--- src/rtl/fp_row_block_quantizer.sv ---
// fp_row_block_quantizer
//
// Quantizes one row of MAT_SIZE single-precision floats into signed INT_W
// block-floating-point integers. All lanes share one exponent: the raw
// exponent of the row's absmax, which arrives alongside the row. The row is
// processed LANES_PER_CYCLE lanes per cycle.
//
// Ports
//   clk           sole clock, rising edge
//   rst_n         asynchronous active-low reset
//   in_valid_i    row and max exponent valid
//   in_ready_o    block can accept a row (IDLE only)
//   data_i        input row, lane i at [(i+1)*FP_DATA_W-1 -: FP_DATA_W]
//   max_exp_i     raw (biased) exponent of the row absmax
//   out_valid_o   quantized row valid (DONE)
//   out_ready_i   consumer accepts the row
//   qdata_o       two's-complement lanes, lane i at [(i+1)*INT_W-1 -: INT_W]
//   shared_exp_o  captured max_exp_i
//   busy_o        high in BUSY or DONE
//
// state | meaning
// ------+-------------------------------------------------------------
// IDLE  | ready for a row; a valid row is captured with its max exponent
// BUSY  | one beat of LANES_PER_CYCLE lanes quantized per cycle
// DONE  | row complete; outputs frozen until the consumer accepts
module fp_row_block_quantizer #(
   parameter int MAT_SIZE        = 16,
   parameter int LANES_PER_CYCLE = 4,
   parameter int FP_DATA_W       = 32,
   parameter int FP_EXP_W        = 8,
   parameter int FP_MANT_W       = 23,
   parameter int INT_W           = 8
) (
   input  logic                          clk,
   input  logic                          rst_n,
   input  logic                          in_valid_i,
   output logic                          in_ready_o,
   input  logic [FP_DATA_W*MAT_SIZE-1:0] data_i,
   input  logic [FP_EXP_W-1:0]           max_exp_i,
   output logic                          out_valid_o,
   input  logic                          out_ready_i,
   output logic [INT_W*MAT_SIZE-1:0]     qdata_o,
   output logic [FP_EXP_W-1:0]           shared_exp_o,
   output logic                          busy_o
);

   localparam int BEATS  = MAT_SIZE / LANES_PER_CYCLE;
   localparam int MW     = INT_W - 1;
   localparam int BEAT_W = (BEATS > 1) ? $clog2(BEATS) : 1;

   localparam logic [BEAT_W-1:0]   LAST_BEAT = BEAT_W'(BEATS - 1);
   localparam logic [FP_EXP_W:0]   MW_SH     = (FP_EXP_W + 1)'(MW);
   localparam logic [FP_EXP_W:0]   ONE_EXP   = (FP_EXP_W + 1)'(1);

   typedef enum logic [1:0] {
      IDLE = 2'd0,
      BUSY = 2'd1,
      DONE = 2'd2
   } state_t;

   state_t                        state, state_nxt;
   logic [BEAT_W-1:0]             beat;
   logic [FP_DATA_W*MAT_SIZE-1:0] row_q;
   logic [FP_EXP_W-1:0]           emax_q;
   logic [INT_W*MAT_SIZE-1:0]     qdata_q;

   // Aligns one lane to the shared exponent. Only the top MW bits of the
   // significand survive; shifting right truncates toward zero. Inf/NaN and
   // lanes larger than the claimed max saturate to the largest magnitude, so
   // -2^MW can never appear.
   function automatic logic [INT_W-1:0] quant_lane(
      input logic [FP_DATA_W-1:0] f,
      input logic [FP_EXP_W-1:0]  emax
   );
      logic                 s;
      logic [FP_EXP_W-1:0]  e;
      logic [FP_MANT_W-1:0] m;
      logic [FP_EXP_W:0]    e_eff;
      logic [FP_EXP_W:0]    emax_eff;
      logic [FP_EXP_W:0]    sh;
      logic [FP_MANT_W:0]   w;
      logic [MW-1:0]        top;
      logic [MW-1:0]        mag;
      s        = f[FP_DATA_W-1];
      e        = f[FP_MANT_W +: FP_EXP_W];
      m        = f[FP_MANT_W-1:0];
      e_eff    = (e == '0) ? ONE_EXP : {1'b0, e};
      emax_eff = (emax == '0) ? ONE_EXP : {1'b0, emax};
      w        = {(e != '0), m};
      top      = w[FP_MANT_W -: MW];
      sh       = emax_eff - e_eff;
      if ((e == '1) || ({1'b0, e} > emax_eff)) begin
         mag = '1;
      end else if (sh >= MW_SH) begin
         mag = '0;
      end else begin
         mag = top >> sh;
      end
      quant_lane = s ? -{1'b0, mag} : {1'b0, mag};
   endfunction

   always_ff @(posedge clk or negedge rst_n) begin
      if (!rst_n) begin
         state <= IDLE;
      end else begin
         state <= state_nxt;
      end
   end

   always_comb begin
      state_nxt = state;
      case (state)
         IDLE:    if (in_valid_i) state_nxt = BUSY;
         BUSY:    if (beat == LAST_BEAT) state_nxt = DONE;
         DONE:    if (out_ready_i) state_nxt = IDLE;
         default: state_nxt = IDLE;
      endcase
   end

   always_comb begin
      in_ready_o  = 1'b0;
      out_valid_o = 1'b0;
      busy_o      = 1'b0;
      case (state)
         IDLE: in_ready_o = 1'b1;
         BUSY: busy_o = 1'b1;
         DONE: begin
            out_valid_o = 1'b1;
            busy_o      = 1'b1;
         end
         default: in_ready_o = 1'b0;
      endcase
   end

   // qdata is not cleared on capture: lanes keep the previous row's codes
   // until their beat overwrites them.
   always_ff @(posedge clk or negedge rst_n) begin
      if (!rst_n) begin
         beat    <= '0;
         row_q   <= '0;
         emax_q  <= '0;
         qdata_q <= '0;
      end else if (state == IDLE) begin
         if (in_valid_i) begin
            row_q  <= data_i;
            emax_q <= max_exp_i;
            beat   <= '0;
         end
      end else if (state == BUSY) begin
         for (int k = 0; k < LANES_PER_CYCLE; k++) begin
            qdata_q[(int'(beat) * LANES_PER_CYCLE + k) * INT_W +: INT_W] <=
               quant_lane(row_q[(int'(beat) * LANES_PER_CYCLE + k) * FP_DATA_W +: FP_DATA_W],
                          emax_q);
         end
         beat <= beat + 1'b1;
      end
   end

   assign qdata_o      = qdata_q;
   assign shared_exp_o = emax_q;

endmodule
--- config.mk ---
export PLATFORM = sky130hd
export DESIGN_NAME = fp_row_block_quantizer
export DESIGN_NICKNAME = d
export VERILOG_FILES = /design/src/rtl/fp_row_block_quantizer.sv
export SDC_FILE = /design/constraint.sdc
export NUM_CORES = 1
export LEC_CHECK = 0
export BUFFER_PORTS_ARGS = -buffer_cell sky130_fd_sc_hd__buf_2
export CORE_AREA = 3 3 253 255
export DETAILED_ROUTE_END_ITERATION = 12
export DIE_AREA = 0 0 256 258
export PLACE_DENSITY_LB_ADDON = 0.12
export SYNTH_ARGS = -nofsm -noshare
export SYNTH_HDL_FRONTEND = slang
export SYNTH_SLANG_ARGS = --single-unit
--- constraint.sdc ---
create_clock -name clk -period 4.95 [get_ports clk]
set_input_delay 0 -clock clk [delete_from_list [all_inputs] [get_ports clk]]
set_output_delay 0 -clock clk [all_outputs]
set_load 0.005 [all_outputs]
Yosys cells after proc, flatten, opt, wreduce, memory -nomap -nowiden:

Cells that the tools add are included.

* register bits: 652
* logic and storage cells: 115
* output and inout bits: 139

* multiplexer cells: 39
* bitwise gates (word level): 1
* equal/unequal tests: 10
* $lt $le $gt $ge: 8
* reduce and logical (&&, ||, !) cells: 20
* add/sub/neg operators: 16
* shift-type cells: 16

Operator list (count)
* 512-bit by 32-bit indexed part select with 32-bit output: 3
* 128-bit bitwise mux: 4
* 8-bit by 33-bit variable shift with 128-bit output, first input constant: 4
* 512-bit by 10-bit indexed part select with 32-bit output: 1
* 8-bit by 33-bit indexed part select with 128-bit output: 4
* 7-bit 2-to-1 mux: 16
* 8-bit negator with 33-bit output: 3
* 8-bit 2-to-1 mux: 9
* 8-bit logical NOT: 5
* 9-bit by 3-bit greater-or-equal comparator with 1-bit output, second input constant: 4
* 7-bit by 9-bit >> shifter with 7-bit output: 4
* 7-bit negator with 33-bit output: 1
* 8-bit equality test, second input constant: 4
* 7-bit negator with 8-bit output: 4
* 8-bit nonzero test: 4
* 8-bit by 9-bit greater-than comparator with 1-bit output: 3
* 9-bit by 8-bit subtractor with 9-bit output: 3
* 2-bit 2-to-1 mux: 6
* 4-bit by 2-bit adder with 5-bit output, second input constant: 2
* 8-bit by 8-bit subtractor with 9-bit output: 1
* 8-bit greater-than comparator: 1
* 2-bit inequality test, second input constant: 3
* 2-bit case mux with 3 select lines: 1
* 2-bit AND reduction: 3
* 11 further kinds: 17

Depth between registers and ports, before layout:

* depth after elaboration: 16
* mapped depth: 22
* depth with buffers taken out: 19

Worst setup path before layout:

OpenSTA, ideal clock, no wires.

* path kind: reg2reg
* start: reg beat[0]
* end: reg qdata_q[118], in the netlist qdata_o[118]
* setup slack: -421 ps
* required time: 4824 ps
* arrival: 5245 ps
* period minus slack after synthesis: 5371 ps
* cell stages (with the launch flop): 21
* cells stage by stage: dfrtp_1 -> buf_6 -> buf_6 -> mux4_2 -> or4_4 -> or2_1 -> nand2_1 -> ha_1 -> inv_1 -> fa_1 -> xnor2_1 -> nand2_1 -> a311oi_1 -> o21ai_1 -> a2111oi_1 -> nor2_1 -> ha_1 -> nand2_1 -> nor2_1 -> mux2_2 -> a221o_1

* longest elaborated chain between the ends: 16
* elaborated cells between the ends (all ways): 83
* those cells by class: 15 x add/sub; 8 x order compare; 4 x eq/ne; 16 x shift; 28 x mux; 12 x reduce/logical

Ends and longest elaborated chain
* from (decl): RTL line 62 `logic [BEAT_W-1:0] beat;`
* from (signal assigned): RTL line 155 `beat <= beat + 1'b1;`
* 4-bit by 1-bit adder with 5-bit output / 512-bit by 10-bit indexed part select with 32-bit output (equally long branches): RTL line 151, 152
* 512-bit by 32-bit indexed part select with 32-bit output / 8-bit logical NOT (equally long branches): RTL line 152, 87
* 8-bit logical NOT / 8-bit 2-to-1 mux (equally long branches): RTL line 87 `e_eff = (e == '0) ? ONE_EXP : {1'b0, e};`
* 8-bit 2-to-1 mux / 9-bit by 8-bit subtractor with 9-bit output (equally long branches): RTL line 87, 91
* 9-bit by 8-bit subtractor with 9-bit output (tied with other cells): RTL line 91 `sh = emax_eff - e_eff;`
* 9-bit by 3-bit greater-or-equal comparator with 1-bit output (tied with other cells): RTL line 94 `end else if (sh >= MW_SH) begin`
* 7-bit 2-to-1 mux (on tied branches): RTL line 94, 92
* 7-bit 2-to-1 mux (on tied branches): RTL line 92, 149
* 7-bit 2-to-1 mux (on tied branches): RTL line 149, 143
* 7-bit 2-to-1 mux / 7-bit negator with 8-bit output (equally long branches): RTL line 143, 99
* 7-bit negator with 8-bit output / 8-bit 2-to-1 mux (equally long branches): RTL line 99 `quant_lane = s ? -{1'b0, mag} : {1'b0, mag};`
* 8-bit 2-to-1 mux / 8-bit by 33-bit indexed part select with 128-bit output (equally long branches): RTL line 99, 151
* 8-bit by 33-bit indexed part select with 128-bit output / 128-bit bitwise mux (equally long branches): RTL line 151 `qdata_q[(int'(beat) * LANES_PER_CYCLE + k) * INT_W +: INT_W] <=`
* 128-bit bitwise mux (2 in a row): RTL line 151
* 128-bit bitwise mux *: RTL line 151
* to (signal, indexed assignment): RTL line 151
* to (decl): RTL line 65 `logic [INT_W*MAT_SIZE-1:0] qdata_q;`

Every way passes the cells marked *; elsewhere a longest branch is shown, timed or not. The select of a mux whose other input is x is not followed.
A chain may end at the register's enable or synchronous reset.

Final worst setup path:

* start: reg beat[0]
* end: reg qdata_q[21], in the netlist qdata_o[21]

The elaborated chain is that of the path after synthesis.

==> flow_metrics.py <==
metrics = {
    "status": {
        "status": "complete, but fails checks",
        "violations": "negative setup slack",
    },
    "route": {
        "avgViaCountPerCell": 5.03,
        "avgRoutedWirePerCell_microns": 20.5,
        "drc_errors": 0,
        "drtIter0Drc": 963,
        "ant_nets": 0,
        "wl_mm": 67.9,
        "vias": 16600,
        "firstDrtPassIters": 5,
    },
    "timing": {
        "rsz0062_at_grt": "true",
        "hold_violations": 0,
        "slew_violations": 0,
        "period_share_pct": 102,
        "setup_viol": 19,
        "max_freq_mhz": 197,
        "fin_worst_skew_ps": 19.1,
        "holdWs_ps": 155,
        "post-route-min-period_ps": 5070,
        "tightest_slew_ps": 1110,
        "fin_ws_ps": -121,
        "max_slew_margin_pct": 26.0,
        "setup_tns_ps": -1170,
    },
    "synthesis": {
        "synth_edf_count": 0,
        "synth_seq_cells": 380,
        "avgSynthCellArea_sq_um": 12.0,
        "yosysTopAreaCell": "dfrtp_1",
        "synth_area_leaders": "dfrtp_1 (48%), mux2_2 (15%), mux4_2 (7.3%)",
        "ys_warn_count": 0,
        "synth_top_area_share_pct": 47.7,
        "syn-cell-area_sq_mm": 0.0200,
        "synthTopCellsByCount": "dfrtp_1 (380), mux2_2 (262), nand2_1 (144), ha_1 (79), inv_1 (67)",
        "synthArstFlopShare_pct": 100,
        "synthCells": 1658,
        "yosysMostFrequentCell": "dfrtp_1",
        "ys.flop_type": "dfrtp_1",
        "ys_seq_area_share_pct": 47.7,
        "synth_fp_nets": 2265,
        "synth_cell_types": 85,
    },
    "floorplan": {
        "fp-row-count": 91,
        "chipHeight_microns": 258,
        "die_area_sq_mm": 0.0660,
        "die_w_microns": 256,
        "initial_core_util_pct": 32.3,
        "io_pins": 663,
        "core_area_sq_mm": 0.0618,
    },
    "global_routing": {
        "grt_pass1_wl_mm": 103,
        "antenna_found_initial": 4,
        "grt_pass1_vias": 17300,
        "overflow": 0,
        "grt_max_degree": 129,
        "grt_usage_pct": 20.1,
    },
    "worst_setup_path": {
        "cp_max_fo": 6,
        "r2r_cells": 20,
        "start_kind": "flop",
        "crit_type": "flop to flop",
        "rrSetupSlack_ps": -120,
        "r2r_end": "qdata_o[21]",
        "cp.arrival_ps": 5570,
        "r2r_start": "beat[0]",
        "cp.required_ps": 5440,
        "crit_path_end_kind": "flop",
    },
    "place": {
        "dpl.hpwl_mm": 49.3,
        "place_congestion": 0.875,
        "port_buffers": 390,
        "dpl_worst_slack_ps": -251,
    },
    "clock_tree": {
        "cts_sinks": 380,
        "insertion_delay_ps": 570,
        "cts_tree": "built",
        "clockBufferDepth": 3,
        "ctsHtreeMaxLevel": 2,
        "cts_inserted_buffers": 46,
        "cts_root_buf": "clkbuf_16",
        "clkTransAtPathRegs_ps": 60,
    },
    "cells_and_area": {
        "area_growth_pct": 44.2,
        "nets": 3038,
        "fin_util_pct": 46.5,
        "drive_gt1_share_pct": 43.5,
    },
    "power": {
        "p_leak_nw": 13.1,
        "pwr-share-comb_pct": 67.6,
        "clkPwrFrac_pct": 12.8,
        "p_sw_share_pct": 44.3,
        "internal_power_mw": 15.1,
        "seq_power_share_pct": 19.6,
        "p_sw_mw": 12.0,
        "p_per_area_mw_per_mm2": 942,
        "ir_worst_vdd_v": 0.000483,
    },
    "flow_run": {
        "maxCapViolations": 0,
    },
    "min_path": {
        "hold_class": "input port to asynchronous set/reset pin",
    },
}
## state kept, by name (all words and copies together), names as in the netlist
name / cells
row_q: 240
shared_exp_o: 8
qdata_o: 128
state: 2
beat: 2
## layout by cell type, fill, tap and decap left out, drive strengths merged, types with 50 or more instances in the layout
| cell | netlist | layout |
|---|---|---|
| buf | 22 | 554 |
| dfrtp | 380 | 380 |
| mux2 | 263 | 263 |
| dlygate4sd3 | 0 | 251 |
| nand2 | 144 | 144 |
| o21ai | 101 | 101 |
| ha | 79 | 79 |
| inv | 68 | 71 |
| clkbuf | 58 | 71 |
| mux4 | 65 | 65 |
| nor2 | 53 | 53 |
| a22o | 50 | 50 |
## logic make-up (layout without fill, tap and decap cells)
kind of cell             count (synthesis)  count (layout)  share of synthesized area [%]
XOR/XNOR                                16              16                          0.740
adder cells (fa/ha/maj)                 83              83                           5.35
AND/OR/NAND/NOR                        351             351                           8.74
flip-flops                             380             380                           47.7
other                                    0               4                              0
multiplexers                           342             342                           22.9
buffers and inverters                  148             958                           3.03
AO/OA/AOI/OAI                          338             338                           11.6
## through the flow
step	power, mW	cell area (sq um)	instances
2_1_floorplan	15.5	20100	1658
3_3_place_gp	21.4	23900	2946
3_5_place_dp	21.7	23900	2946
4_1_cts	25.9	28200	3292
5_1_grt	29.2	28800	3307
6_report	27.1	28800	3309
## cell type report
class                           instances  area (sq um)
Tap cell                              837          1050
Timing Repair Buffer                  805          5870
Sequential cell                       380          9520
Clock inverter                         14           191
Fill cell                            5647         33100
Antenna cell                            4          10.0
Inverter                               68           255
Clock buffer                           71          1360
Multi-Input combinational cell       1130         10500
## power by group through the flow
stage	registers [mW]	logic (mW)	clock network, mW
after floorplan	5.04	10.4	0
after global placement	5.32	16.0	0
after detailed placement	5.36	16.3	0
after CTS	5.30	17.1	3.58
after global routing	5.47	20.0	3.68
final	5.32	18.3	3.46
## how the worst max path moves through the flow
stage            start      endpoint  slack (ps)  cells past startpoint
5_1_grt        beat[0]  qdata_o[117]        -280                     20
6_report       beat[0]   qdata_o[21]        -120                     20
3_3_place_gp   beat[0]   qdata_o[94]        -150                     17
3_5_place_dp   beat[0]   qdata_o[38]        -250                     20
2_1_floorplan  beat[0]  qdata_o[126]        -140                     19
4_1_cts        beat[0]   qdata_o[62]         -70                     18
## per-layer routing
metal | track usage (%) | vias to the layer above | share of wire, %
met5 | 0 | - | 0
met4 | 5.80 | 0 | 2.8
met3 | 3.19 | 108 | 4.4
met2 | 31.3 | 445 | 45
met1 | 28.9 | 8343 | 48
li1 | - | 7746 | -
## worst max-delay path: stages (launching register included)
cell and delay, ps:
dfrtp_4 520, buf_4 160, buf_12 140, buf_12 120
mux4_2 490, or4_4 450, or2_4 280, nand2_4 70
ha_4 120, inv_2 40, fa_2 410, a21o_1 210
a21o_1 180, o211ai_1 170, a21oi_2 110, o211a_1 180
buf_6 130, or4b_4 540, o21ai_4 220, xor2_4 280
a22o_1 180
## timing repair
item	in CTS	in global routing
gates cloned	1	0
resized for setup	28	107
hold buffers	251	0
buffers inserted	9	16
pin swaps	10	41
endpoints found under the setup margin	68	112
hold endpoints to repair	374	0
(Power assumes the default switching activity.)
